<file path="config.mk">
export PLATFORM = sky130hd
export DESIGN_NAME = basis_measure_seq
export DESIGN_NICKNAME = d
export VERILOG_FILES = /design/src/rtl/basis_measure_seq_pkg.sv /design/src/rtl/bms_chan_acc.sv /design/src/rtl/basis_measure_seq.sv
export SDC_FILE = /design/constraint.sdc
export NUM_CORES = 1
export LEC_CHECK = 0
export BUFFER_PORTS_ARGS = -buffer_cell sky130_fd_sc_hd__buf_2
export CORE_AREA = 3 3 165 103
export CTS_BUF_LIST = sky130_fd_sc_hd__clkbuf_2 sky130_fd_sc_hd__clkbuf_4 sky130_fd_sc_hd__clkbuf_8
export DETAILED_ROUTE_END_ITERATION = 6
export DIE_AREA = 0 0 168 106
export GPL_ROUTABILITY_DRIVEN = 0
export GPL_TIMING_DRIVEN = 1
export SYNTH_ARGS = -nofsm -noshare
export SYNTH_HDL_FRONTEND = slang
export SYNTH_SLANG_ARGS = --single-unit
</file>
<file path="constraint.sdc">
create_clock -name clk -period 4.2 [get_ports clk]
set_clock_uncertainty 0.05 [all_clocks]
set_input_delay 1.26 -clock clk [delete_from_list [all_inputs] [get_ports clk]]
set_output_delay 1.26 -clock clk [all_outputs]
set_load 0.02 [all_outputs]
</file>
<file path="src/rtl/basis_measure_seq_pkg.sv">
// Shared types and constants for the basis-column measurement sequencer.
// Latency: n/a (declarations only).
// Backpressure: n/a.
package basis_measure_seq_pkg;

  // Sequencer states; encoding is fixed so debug taps read consistently.
  typedef enum logic [2:0] {
    IDLE   = 3'd0,
    APPLY  = 3'd1,
    SETTLE = 3'd2,
    SAMPLE = 3'd3,
    EMIT   = 3'd4,
    DONE   = 3'd5
  } bms_state_t;

  // Q1.15 maximum positive value, used as the "one" element of a basis vector.
  localparam logic [15:0] BMS_DRIVE_ONE = 16'h7FFF;

endpackage

</file>
<file path="src/rtl/bms_chan_acc.sv">
// One output channel: sample accumulator, round-half-up shift, saturation compare.
// Latency: rnd is combinational from the accumulator's next value (registered by the parent).
// Backpressure: none; samples are taken whenever accept is high. Saturation compare is built only with BMS_SAT_DETECT_EN.
module bms_chan_acc
  import basis_measure_seq_pkg::*;
#(
  parameter int ADC_W    = 12,
  parameter int AVG_LOG2 = 3
) (
  input  logic             clk,
  input  logic             rst_n,
  input  logic [ADC_W-1:0] sample,
  input  logic             accept,
  input  logic             clear,
  output logic [ADC_W-1:0] rnd
`ifdef BMS_SAT_DETECT_EN
  ,
  output logic             sat_hit
`endif
);

  localparam int AW = ADC_W + AVG_LOG2;
  // Half an LSB of the averaged result; zero when no averaging is done.
  localparam logic [AW-1:0] HALF = AW'((1 << AVG_LOG2) >> 1);

  logic [AW-1:0] acc;
  logic [AW-1:0] acc_nxt;

  // Next accumulator value and its rounded average. The accumulator is wide
  // enough that adding HALF cannot wrap and the shifted result fits ADC_W.
  always_comb begin
    acc_nxt = acc + (accept ? AW'(sample) : '0);
    rnd     = ADC_W'((acc_nxt + HALF) >> AVG_LOG2);
  end

  // Accumulator register; cleared whenever the parent is not sampling.
  always_ff @(posedge clk or negedge rst_n) begin
    if (!rst_n) begin
      acc <= '0;
    end else if (clear) begin
      acc <= '0;
    end else begin
      acc <= acc_nxt;
    end
  end

`ifdef BMS_SAT_DETECT_EN
  // Flag a sample sitting at either rail of the ADC range.
  always_comb begin
    sat_hit = accept && ((sample == '0) || (sample == '1));
  end
`endif

endmodule

</file>
<file path="src/rtl/basis_measure_seq.sv">
// Basis-column sequencer: applies e_k, waits for settling, averages 2^AVG_LOG2 ADC samples per channel, emits column k.
// Latency: column period SETTLE_CYC + 2^AVG_LOG2 + 2 cycles with adc_valid held high; all outputs registered.
// Backpressure: SAMPLE stalls indefinitely on missing adc_valid; col_valid/done are unacknowledged pulses. BMS_SAT_DETECT_EN enables sat.
module basis_measure_seq
  import basis_measure_seq_pkg::*;
#(
  parameter int N_CH       = 2,
  parameter int ADC_W      = 12,
  parameter int DATA_W     = 16,
  parameter int SETTLE_CYC = 16,
  parameter int AVG_LOG2   = 3
) (
  input  logic                      clk,
  input  logic                      rst_n,
  input  logic                      start,
  input  logic                      abort,
  input  logic [N_CH*ADC_W-1:0]     adc_data,
  input  logic                      adc_valid,
  output logic [N_CH*DATA_W-1:0]    drive_vec,
  output logic                      drive_valid,
  output logic [N_CH*ADC_W-1:0]     col_data,
  output logic [$clog2(N_CH)-1:0]   col_idx,
  output logic                      col_valid,
  output logic                      busy,
  output logic                      done,
  output logic                      sat
);

  localparam int CW = $clog2(N_CH);
  localparam int SW = (SETTLE_CYC > 1) ? $clog2(SETTLE_CYC) : 1;
  localparam int NS = 1 << AVG_LOG2;
  localparam logic [CW-1:0]     LAST_COL    = CW'(N_CH - 1);
  localparam logic [SW-1:0]     SETTLE_LOAD = SW'(SETTLE_CYC - 1);
  localparam logic [AVG_LOG2:0] LAST_SAMP   = (AVG_LOG2 + 1)'(NS - 1);

  bms_state_t state, next_state;
  logic [CW-1:0]          col, col_nxt;
  logic [SW-1:0]          settle_cnt;
  logic [AVG_LOG2:0]      samp_cnt;
  logic                   accept;
  logic                   acc_clear;
  logic                   drive_en;
  logic [N_CH*DATA_W-1:0] drive_nxt;
  logic [N_CH*ADC_W-1:0]  col_rnd;
`ifdef BMS_SAT_DETECT_EN
  logic [N_CH-1:0]        sat_hit;
`endif

  assign accept    = (state == SAMPLE) && adc_valid;
  assign acc_clear = abort || (state != SAMPLE);

  // Next-state and column-pointer logic; abort overrides everything.
  always_comb begin
    next_state = state;
    col_nxt    = col;
    if (abort) begin
      next_state = IDLE;
      col_nxt    = '0;
    end else begin
      case (state)
        IDLE: if (start) begin
          next_state = APPLY;
          col_nxt    = '0;
        end
        APPLY:  next_state = SETTLE;
        SETTLE: if (settle_cnt == '0) next_state = SAMPLE;
        SAMPLE: if (accept && (samp_cnt == LAST_SAMP)) next_state = EMIT;
        EMIT: begin
          if (col == LAST_COL) begin
            next_state = DONE;
          end else begin
            next_state = APPLY;
            col_nxt    = col + 1'b1;
          end
        end
        DONE:    next_state = IDLE;
        default: next_state = IDLE;
      endcase
    end
  end

  // Basis vector for the upcoming cycle, so drive_vec can be registered.
  always_comb begin
    drive_nxt = '0;
    drive_en  = (next_state == APPLY) || (next_state == SETTLE) || (next_state == SAMPLE);
    if (drive_en) drive_nxt[col_nxt*DATA_W +: DATA_W] = DATA_W'(BMS_DRIVE_ONE);
  end

  // State, column, settle and sample counters.
  always_ff @(posedge clk or negedge rst_n) begin
    if (!rst_n) begin
      state      <= IDLE;
      col        <= '0;
      settle_cnt <= '0;
      samp_cnt   <= '0;
    end else begin
      state <= next_state;
      col   <= col_nxt;
      if (abort) begin
        settle_cnt <= '0;
      end else if (state == APPLY) begin
        settle_cnt <= SETTLE_LOAD;
      end else if ((state == SETTLE) && (settle_cnt != '0)) begin
        settle_cnt <= settle_cnt - 1'b1;
      end
      if (acc_clear) begin
        samp_cnt <= '0;
      end else if (accept) begin
        samp_cnt <= samp_cnt + 1'b1;
      end
    end
  end

  // Per-channel accumulators.
  for (genvar i = 0; i < N_CH; i++) begin : g_ch
    bms_chan_acc #(
      .ADC_W    (ADC_W),
      .AVG_LOG2 (AVG_LOG2)
    ) u_acc (
      .clk     (clk),
      .rst_n   (rst_n),
      .sample  (adc_data[i*ADC_W +: ADC_W]),
      .accept  (accept),
      .clear   (acc_clear),
      .rnd     (col_rnd[i*ADC_W +: ADC_W])
`ifdef BMS_SAT_DETECT_EN
      ,
      .sat_hit (sat_hit[i])
`endif
    );
  end

  // Registered outputs, decoded from the next state; column results hold until the next EMIT.
  always_ff @(posedge clk or negedge rst_n) begin
    if (!rst_n) begin
      busy        <= 1'b0;
      drive_valid <= 1'b0;
      drive_vec   <= '0;
      col_valid   <= 1'b0;
      done        <= 1'b0;
      col_data    <= '0;
      col_idx     <= '0;
    end else begin
      busy        <= (next_state != IDLE);
      drive_valid <= drive_en;
      drive_vec   <= drive_nxt;
      col_valid   <= (next_state == EMIT);
      done        <= (next_state == DONE);
      if (next_state == EMIT) begin
        col_data <= col_rnd;
        col_idx  <= col;
      end
    end
  end

`ifdef BMS_SAT_DETECT_EN
  // Sticky saturation flag, cleared by an accepted start.
  always_ff @(posedge clk or negedge rst_n) begin
    if (!rst_n) begin
      sat <= 1'b0;
    end else if ((state == IDLE) && start && !abort) begin
      sat <= 1'b0;
    end else if (|sat_hit) begin
      sat <= 1'b1;
    end
  end
`else
  assign sat = 1'b0;
`endif

endmodule
</file>
; ---- Word-level counts from Yosys, hierarchy flattened
; Cells that the tools add are included.
[totals]
reg_bits = 103
in_bits = 29
out_inout_bits = 62
elab_cells = 67
[classes]
n_addsub = 8
eq_ne = 11
n_shift = 2
muxes = 20
bitwise = 1
n_reduce_logical = 12
[op_table]
columns = operator, count
row1 = $neg A5 Y34, 1
row2 = $shift A16 B34 Y32 const A, 1
row3 = $shiftx A16 B34 Y32 const A, 1
row4 = $and A32 B32 Y32, 1
row5 = $mux W32, 1
row6 = $add A15 B15 Y15, 2
row7 = $add A15 B3 Y15 const B, 2
row8 = $mux W15, 2
row9 = $mux W12, 2
row10 = $mux W4, 5
row11 = $mux W3, 5
row12 = $pmux W3 S5, 1
row13 = $eq A3 B2 Y1 const B, 4
row14 = $eq A3 B3 Y1 const B, 3
row15 = $eq A3 B1 Y1 const B, 2
row16 = $reduce_bool A3 Y1, 2
row17 = $add A4 B1 Y4 const B, 1
row18 = $eq A4 B3 Y1 const B, 1
row19 = $logic_not A4 Y1, 1
row20 = $reduce_bool A4 Y1, 1
row21 = $sub A4 B1 Y4 const B, 1
row22 = $logic_and A1 B1 Y1, 3
row23 = $logic_not A3 Y1, 1
row24 = $logic_or A1 B1 Y1, 3
row25 = other kinds (5), 7

; ---- Logic depth before layout (Yosys ltp)
; Gate-level depths: netlist (run 1).
[depth]
ltp_word = 10
depth_mapped = 15
ltp_nobuf = 13

; ---- Hierarchy
; Synthesis (run 1) repeated with hierarchy kept, for this count alone.
[hier_totals]
hier_cells = 524
area_unflattened_um2 = 5266.3
[by_module_without_submodules]
columns = mod, instances, cells_each, area_each_um2, seq_area_each_um2
row1 = basis_measure_seq, 1, 166, 2139.6, 1076.0
row2 = bms_chan_acc at g_ch[1].u_acc, 1, 191, 1631.6, 375.4
row3 = bms_chan_acc at g_ch[0].u_acc, 1, 167, 1495.2, 375.4

; ---- Worst setup path before layout (run 1)
; No wires, ideal clock.
[synth_timing]
path_type = in2reg
startpoint = input adc_valid
endpoint = register col_data[11]
setup_ns = 0.092
t_arrival_ns = 4.324
t_required_ns = 4.058
path_slack_ns = -0.266
cell_stages = 13
path_buffers = 2
cell_sequence = clkbuf_1 > clkbuf_1 > and3_1 > ha_1 > fa_1 > a21o_1 > a22oi_1 > nand2_1 > xnor2_1 > or4_4 > or3_4 > o21a_1 > o31ai_2
[synth_via]
elab_chain_cells = 6
word_cells_on_any_way = 9
cone_classes = 2 x add/sub / 1 x eq/ne / 4 x mux / 2 x reduce/logical
[synth_lines]
columns = item, line_no
row1 = from (decl), basis_measure_seq.sv:18  ; input logic adc_valid,
row2 = $logic_and A1 B1 Y1 *, basis_measure_seq.sv:49  ; assign accept = (state == SAMPLE) && adc_valid;
row3 = "parallel branches: the longest is 5 deep, another holds $add A15 B15 Y15", n/a
row4 = to (signal assigned), basis_measure_seq.sv:150  ; col_data <= col_rnd;
row5 = to (decl), basis_measure_seq.sv:21  ; output logic [N_CH*ADC_W-1:0] col_data,
; Mark *: on every way between the ends.
; A chain may end at the register's enable or synchronous reset.

; ---- Final worst setup path (run 1)
[layout_timing]
startpoint = input adc_valid
endpoint = register col_data[23]
; Same word-level chain as after synthesis.

==> flow_metrics.tcl, run 1 <==
set metrics [dict create \
    core_um2 15370 \
    layout_commonest_cell "buf_2" \
    place_ws_ns -0.007307 \
    setup_tns_ns 0 \
    synth_area_um2 4648 \
    ir_drop_mv 0.1098 \
    dieArea_um2 17810 \
    antenna_found_initial 0 \
    worstSetupEndpointType "flip-flop" \
    power_frac_clock_pct 36.1 \
    ys_warn_count 0 \
    wl_per_cell_um 14.50 \
    p_sw_share_pct 28.30 \
    grt_pass1_vias 3757 \
    yosys.area.top_type "dfrtp_1" \
    status "finished, final reports clean" \
    seqPwrFrac_pct 48.9 \
    avgViaCountPerCell 4.718 \
    ant_nets 0 \
    pwr-share-comb_pct 15.0 \
    p_int_mw 1.084 \
    worst_slack_ns 0.3081 \
    p_leak_nw 2.844 \
    wl_met3_um 467 \
    topRoutingLayerUsed "met4" \
    dp_cells 785 \
    critPathMaxFanout 11 \
    reg2reg_slack_ns 0.35 \
    yosysUniqueCellTypes 61 \
    yosys_most_used_dff "dfrtp_1" \
    dpl.hpwl_um 8893 \
    clk_latency_ns 0.35 \
    cp_slowest_cell "fa_1" \
    final_hold_viol_count 0 \
    io_buffers 87 \
    dr.pass1.iters 4 \
    post-route-min-period_ns 3.892 \
    drtIter0Drc 301 \
    met2_length_um 5017 \
    vias 3770 \
    fill_cells 1536 \
    async_reset_ff_share_pct 100.0 \
    drive_above_1_share_pct 26.68 \
    synth_top_area_share_pct 39.30 \
    cts_buffers 9 \
    final-max-slew-violation-count 0 \
    worstMarginPinSlew_ns 0.9148 \
    p_sw_mw 0.4279 \
    initial_core_util_pct 30.24 \
    period_share_pct 92.67 \
    slowest_delay_ns 0.38 \
    cts.path.max_buffers 2 \
    final-instance-count-excl-fill 799 \
    setup_viol 0 \
    syn2layout_area_growth_pct 20.13 \
    synth_enable_flop_cells 0 \
    critical_path_class "in2reg" \
    grt_max_degree 45 \
    relSlewSlack_pct 38.68 \
    htree_levels 3 \
    drcViolationCount 0 \
    die_height_um 106 \
    cts_tree "yes" \
    postCtsHoldBufs 0 \
    drv_cap 0 \
    path_clk_slew_ns 0.07 \
    hold_class "reg2reg" \
    multiInputGateArea_um2 2497 \
    postRouteWirelength_um 11580 \
    power.total_mw 1.512 \
    whs_ns 0.4337 \
    avgSynthCellArea_um2 9.186 \
    io_pins 91 \
    utilization_pct 36.33 \
    ff_latch_area_um2 1827 \
    grt_usage_pct 13.16 \
    synth.yosys.seq_area_share_pct 39.30 \
    post_cts_buffers 0 \
    cts_root_buf "clkbuf_8" \
    num_rows 35 \
    p_per_area_nw_per_um2 270.7 \
    place_area_um2 5401 \
    worstPathRequired_ns 4.41 \
    critPathTopFamily "compound AO/OA/AOI/OAI gates" \
    synth-seq-cells 73 \
    grt_pass1_wl_um 19040 \
    nets 652 \
    rsz0062_at_grt "no" \
    die_x_um 168 \
    most-common-layout-cells "buf_2 (87), dfrtp_1 (73), nand2_1 (46), nor2_1 (46), buf_4 (34)" \
    grt-ovfl-total 0 \
    cp.arrival_ns 4.10 \
    cts.sinks 73 \
    syn_inst 506 \
    timing.critical_path.cells "buf_2, buf_12, and3_1, ha_1, fa_1, a21o_1, a311oi_1, o21ai_0, xnor2_1, nor2_1, nand4_1, o31a_1, o31ai_1" \
    cts_resized 0 \
    cp-start-kind "primary input" \
    path_buf_inv 2 \
    drt-met1-wl_um 5876 \
    final_area_um2 5584 \
    max_freq_mhz 256.9 \
    netlist_top_cells_area "dfrtp_1 (39%), ha_1 (7.5%), xnor2_1 (5.1%)" \
    diodes 0 \
]
[power by group through the flow]
stage / registers [mW] / clock network (mW) / logic [mW]
3_5_place_dp: 0.753 / 0 / 0.227
4_1_cts: 0.739 / 0.561 / 0.229
3_3_place_gp: 0.751 / 0 / 0.222
6_report: 0.739 / 0.546 / 0.226
2_1_floorplan: 0.754 / 0 / 0.171
5_1_grt: 0.743 / 0.593 / 0.251
[kinds of logic after synthesis]
logic type	count (synthesis)	share of synthesized area, %
compound gates	100	13.89
mux	5	1.157
fa+ha+maj	30	8.399
buf+inv	65	7.833
flops	73	39.30
other cells	1	0.08068
simple gates	184	20.30
xor+xnor	48	9.045
[registers in the layout (all words and copies together), names as in the netlist, 2 cells and up]
name,count
drive_vec,2
g_ch.u_acc.acc,30
state,3
col_data,24
settle_cnt,4
samp_cnt,4
[routing by layer]
metal / track usage (%) / vias up
li1: - / 1898
met2: 19.81 / 85
met1: 18.65 / 1766
met5: 0 / -
met3: 3.196 / 21
met4: 4.086 / 0
[synth_stat cells (3+ instances only)]
cell	instances
a21o_1	6
a21oi_1	23
a22oi_1	3
a31oi_1	3
and2_1	15
and3_1	26
and4b_1	3
buf_2	3
buf_4	31
clkbuf_1	16
dfrtp_1	73
ha_1	28
inv_1	14
mux2_2	3
nand2_1	46
nand2b_1	4
nand3_1	5
nand4_1	3
nor2_1	46
nor2b_1	3
nor3_1	13
nor4_1	4
o211ai_1	4
o21a_1	3
o21ai_0	33
xnor2_1	27
xor2_1	21
[worst paths after layout]
check	startpoint	to	depth (start not counted)
min	col_data[16]$_DFFE_PN0P_	col_data[16]$_DFFE_PN0P_	2
min reg2reg	col_data[16]$_DFFE_PN0P_	col_data[16]$_DFFE_PN0P_	2
max reg2reg	state[0]$_DFF_PN0_	col_data[11]$_DFFE_PN0P_	14
max	adc_valid	col_data[23]$_DFFE_PN0P_	13
max in group asynchronous	rst_n	g_ch[1].u_acc.acc[1]$_DFF_PN0_	2
min in group asynchronous	rst_n	g_ch[1].u_acc.acc[6]$_DFF_PN0_	1
[final cells by class]
cell class / instances / area share [%]
clock buffer: 11 / 2.487
clock inverter: 3 / 0.7842
inverter: 14 / 0.9411
multi-input combinational: 370 / 44.72
sequential: 73 / 32.71
tap: 203 / 4.549
timing repair buffer: 125 / 13.80
[tightest hold or removal path, delay by kind of cell (launching register included)]
family             cells  cell delay, ns
AOI/OAI and AO/OA      1            0.06
DFF                    1            0.34
and+or+nand+nor        1            0.04
Power figures use the tool's default switching activity.
==> run 2: changes to the inputs <==
- CORE_AREA: 3 3 165 103 -> 3 3 128 80
- DIE_AREA: 0 0 168 106 -> 0 0 131 83
- PLACE_DENSITY: default -> 0.81
- SYNTH_HIERARCHICAL: default -> 1
==> run 2 against run 1 <==
Power up 1.2%. Critical path depth up 1. Critical endpoint is now col_data[10]$_DFFE_PN0P_. Clock power up 10%. Hold slack better by 0.012 ns. Global-route usage up 10 points. Synthesized cell count up 3.6%. Utilization up 30 points. Synthesized area up 13%. Cell count down 6.4%. Sequential cell count unchanged. Clock-buffer cell count down 1. Register-to-register slack better by 0.06 ns.
==> flow_metrics.tcl, run 2 <==
set metrics [dict create \
    grt_max_degree 42 \
    yosys_most_used_dff "dfrtp_1" \
    relSlewSlack_pct 37.73 \
    regToRegEndpoint "col_data[10]$_DFFE_PN0P_" \
    rsz0062_at_grt "no" \
    grt_usage_pct 23.59 \
    min_to "col_data[1]$_DFFE_PN0P_" \
    avgViaCountPerCell 5.640 \
    netlist_top_cells_area "dfrtp_1 (35%), ha_1 (6.7%), mux2_4 (5.4%)" \
    async_reset_ff_share_pct 100.0 \
    most-common-layout-cells "buf_2 (87), dfrtp_1 (73), nor2_1 (42), buf_4 (40), and2_1 (28)" \
    status "finished, final reports clean" \
    die_x_um 131 \
    dpl.hpwl_um 9447 \
    hold_path.startpoint "col_data[1]$_DFFE_PN0P_" \
    final-max-slew-violation-count 0 \
    p_per_area_nw_per_um2 251.9 \
    largest_reg_flops 30 \
    syn2layout_area_growth_pct 15.35 \
    syn_inst 524 \
    place_area_um2 5862 \
    io_pins 91 \
    cts.path.max_buffers 2 \
    hold_class "reg2reg" \
    critPathTopFamily "simple AND/OR/NAND/NOR gates" \
    max_freq_mhz 251.4 \
    cts_root_buf "clkbuf_8" \
    ys_warn_count 6 \
    drv_cap 0 \
    top_regs "g_ch.u_acc/acc: 30 flops, col_data: 24 flops" \
    dieArea_um2 10870 \
    cts.sinks 73 \
    dr.pass1.iters 5 \
    cts_resized 0 \
    setup_viol 0 \
    slowest_delay_ns 0.42 \
    p_leak_nw 3.057 \
    synth_common_cells "dfrtp_1 (73), nor2_1 (42), buf_4 (33)" \
    clk_latency_ns 0.35 \
    worstMarginPinSlew_ns 0.9341 \
    yosysMostFrequentCell "dfrtp_1" \
    worstReg2RegStart "state[2]$_DFF_PN0_" \
    grt-ovfl-total 0 \
    cp-start-kind "primary input" \
    path_buf_inv 2 \
    synth_area_um2 5266 \
    cp.arrival_ns 4.17 \
    period_share_pct 94.71 \
    synth.yosys.seq_area_share_pct 34.69 \
    io_buffers 87 \
    worstHoldPathCells 1 \
    cts_tree "yes" \
    drtIter0Drc 440 \
    yosys.area.top_type "dfrtp_1" \
    synth_top_area_share_pct 34.69 \
    ant_nets 0 \
    htree_levels 3 \
    postRouteWirelength_um 12350 \
    initial_core_util_pct 57.52 \
    final_area_um2 6075 \
    post_cts_buffers 0 \
    regMostFlops "g_ch.u_acc/acc" \
    cp_slowest_cell "or3_4" \
    diodes 0 \
    critPathMaxFanout 7 \
    avgSynthCellArea_um2 10.05 \
    final_hold_viol_count 0 \
    yosysUniqueCellTypes 82 \
    synth-seq-cells 73 \
    die_height_um 83 \
    num_rows 27 \
    postCtsHoldBufs 0 \
    critical_path_class "in2reg" \
    reg2reg_slack_ns 0.41 \
    layout_commonest_cell "buf_2" \
    grt_pass1_wl_um 20650 \
    worst_path_most_repeated_cell "and2_4" \
    core_um2 9155 \
    worstSetupEndpointType "flip-flop" \
    antenna_found_initial 0 \
    grt_pass1_vias 4177 \
    timing.critical_path.cells "buf_2, and2_4, and2_4, ha_4, fa_2, a21o_1, a221oi_2, buf_4, o21ai_1, xnor2_1, or3_4, nand3b_1, xor2_1, mux2_4" \
    path_clk_slew_ns 0.08 \
    nets 673 \
    post-route-min-period_ns 3.978 \
    power.total_mw 1.530 \
    place_ws_ns -0.1466 \
    wl_per_cell_um 16.51 \
    utilization_pct 66.35 \
    vias 4219 \
    drcViolationCount 0 \
    dp_cells 733 \
    drive_above_1_share_pct 33.82 \
    worstPathRequired_ns 4.39 \
    synth_enable_flop_cells 0 \
    worst_slack_ns 0.2220 \
    reg2reg_depth 14 \
    final-instance-count-excl-fill 748 \
    cts_buffers 9 \
    ir_drop_mv 0.2391 \
]
## run 2: worst max path at each step
stage,from,end,slack [ns],depth (start not counted)
finish,adc_valid,col_data[10]$_DFFE_PN0P_,0.22,14
global route,adc_valid,col_data[22]$_DFFE_PN0P_,0.04,14
CTS,adc_valid,col_data[10]$_DFFE_PN0P_,0.24,14
detailed placement,adc_valid,col_data[10]$_DFFE_PN0P_,-0.15,14
global placement,adc_valid,col_data[11]$_DFFE_PN0P_,-0.05,14
floorplan,adc_valid,col_data[11]$_DFFE_PN0P_,-0.08,14
## run 2: kinds of logic after synthesis
group,after synthesis,synth area share [%]
flops,73,34.69
other cells,1,0.07121
compound gates,101,15.44
simple gates,191,20.62
fa+ha+maj,30,7.413
mux,27,7.080
xor+xnor,41,7.246
buf+inv,60,7.436
## run 2: area by class of cell
class                   instances  area [um^2]
clock buffers                  10        131.4
clock inverters                 5        81.33
fillers                       690         3080
inverters                       9        33.78
multi-input cells             393         3083
flip-flops and latches         73         1827
well taps                     130        162.7
repair buffers                128        755.7
## run 2: metal layers
metal	routed length (um)	part of all wire (%)	track usage, %
met1	5786	47	34.61
met2	5629	46	35.45
met3	809	6.6	5.398
met4	124	1.0	5.509
met5	0	0	0
## run 2: through the flow
step	setup TNS [ns]	hold WS (ns)
after floorplan	-0.1898	0.4290
after global placement	-0.1670	0.4229
after detailed placement	-0.6719	0.4300
after CTS	0	0.4507
after global routing	0	0.4702
final	0	0.4454
## run 2: power by group
part,leakage (nW),internal [mW],switching (mW)
clock network,0.106,0.338,0.264
logic,1.94,0.0765,0.114
registers,1.01,0.717,0.0212
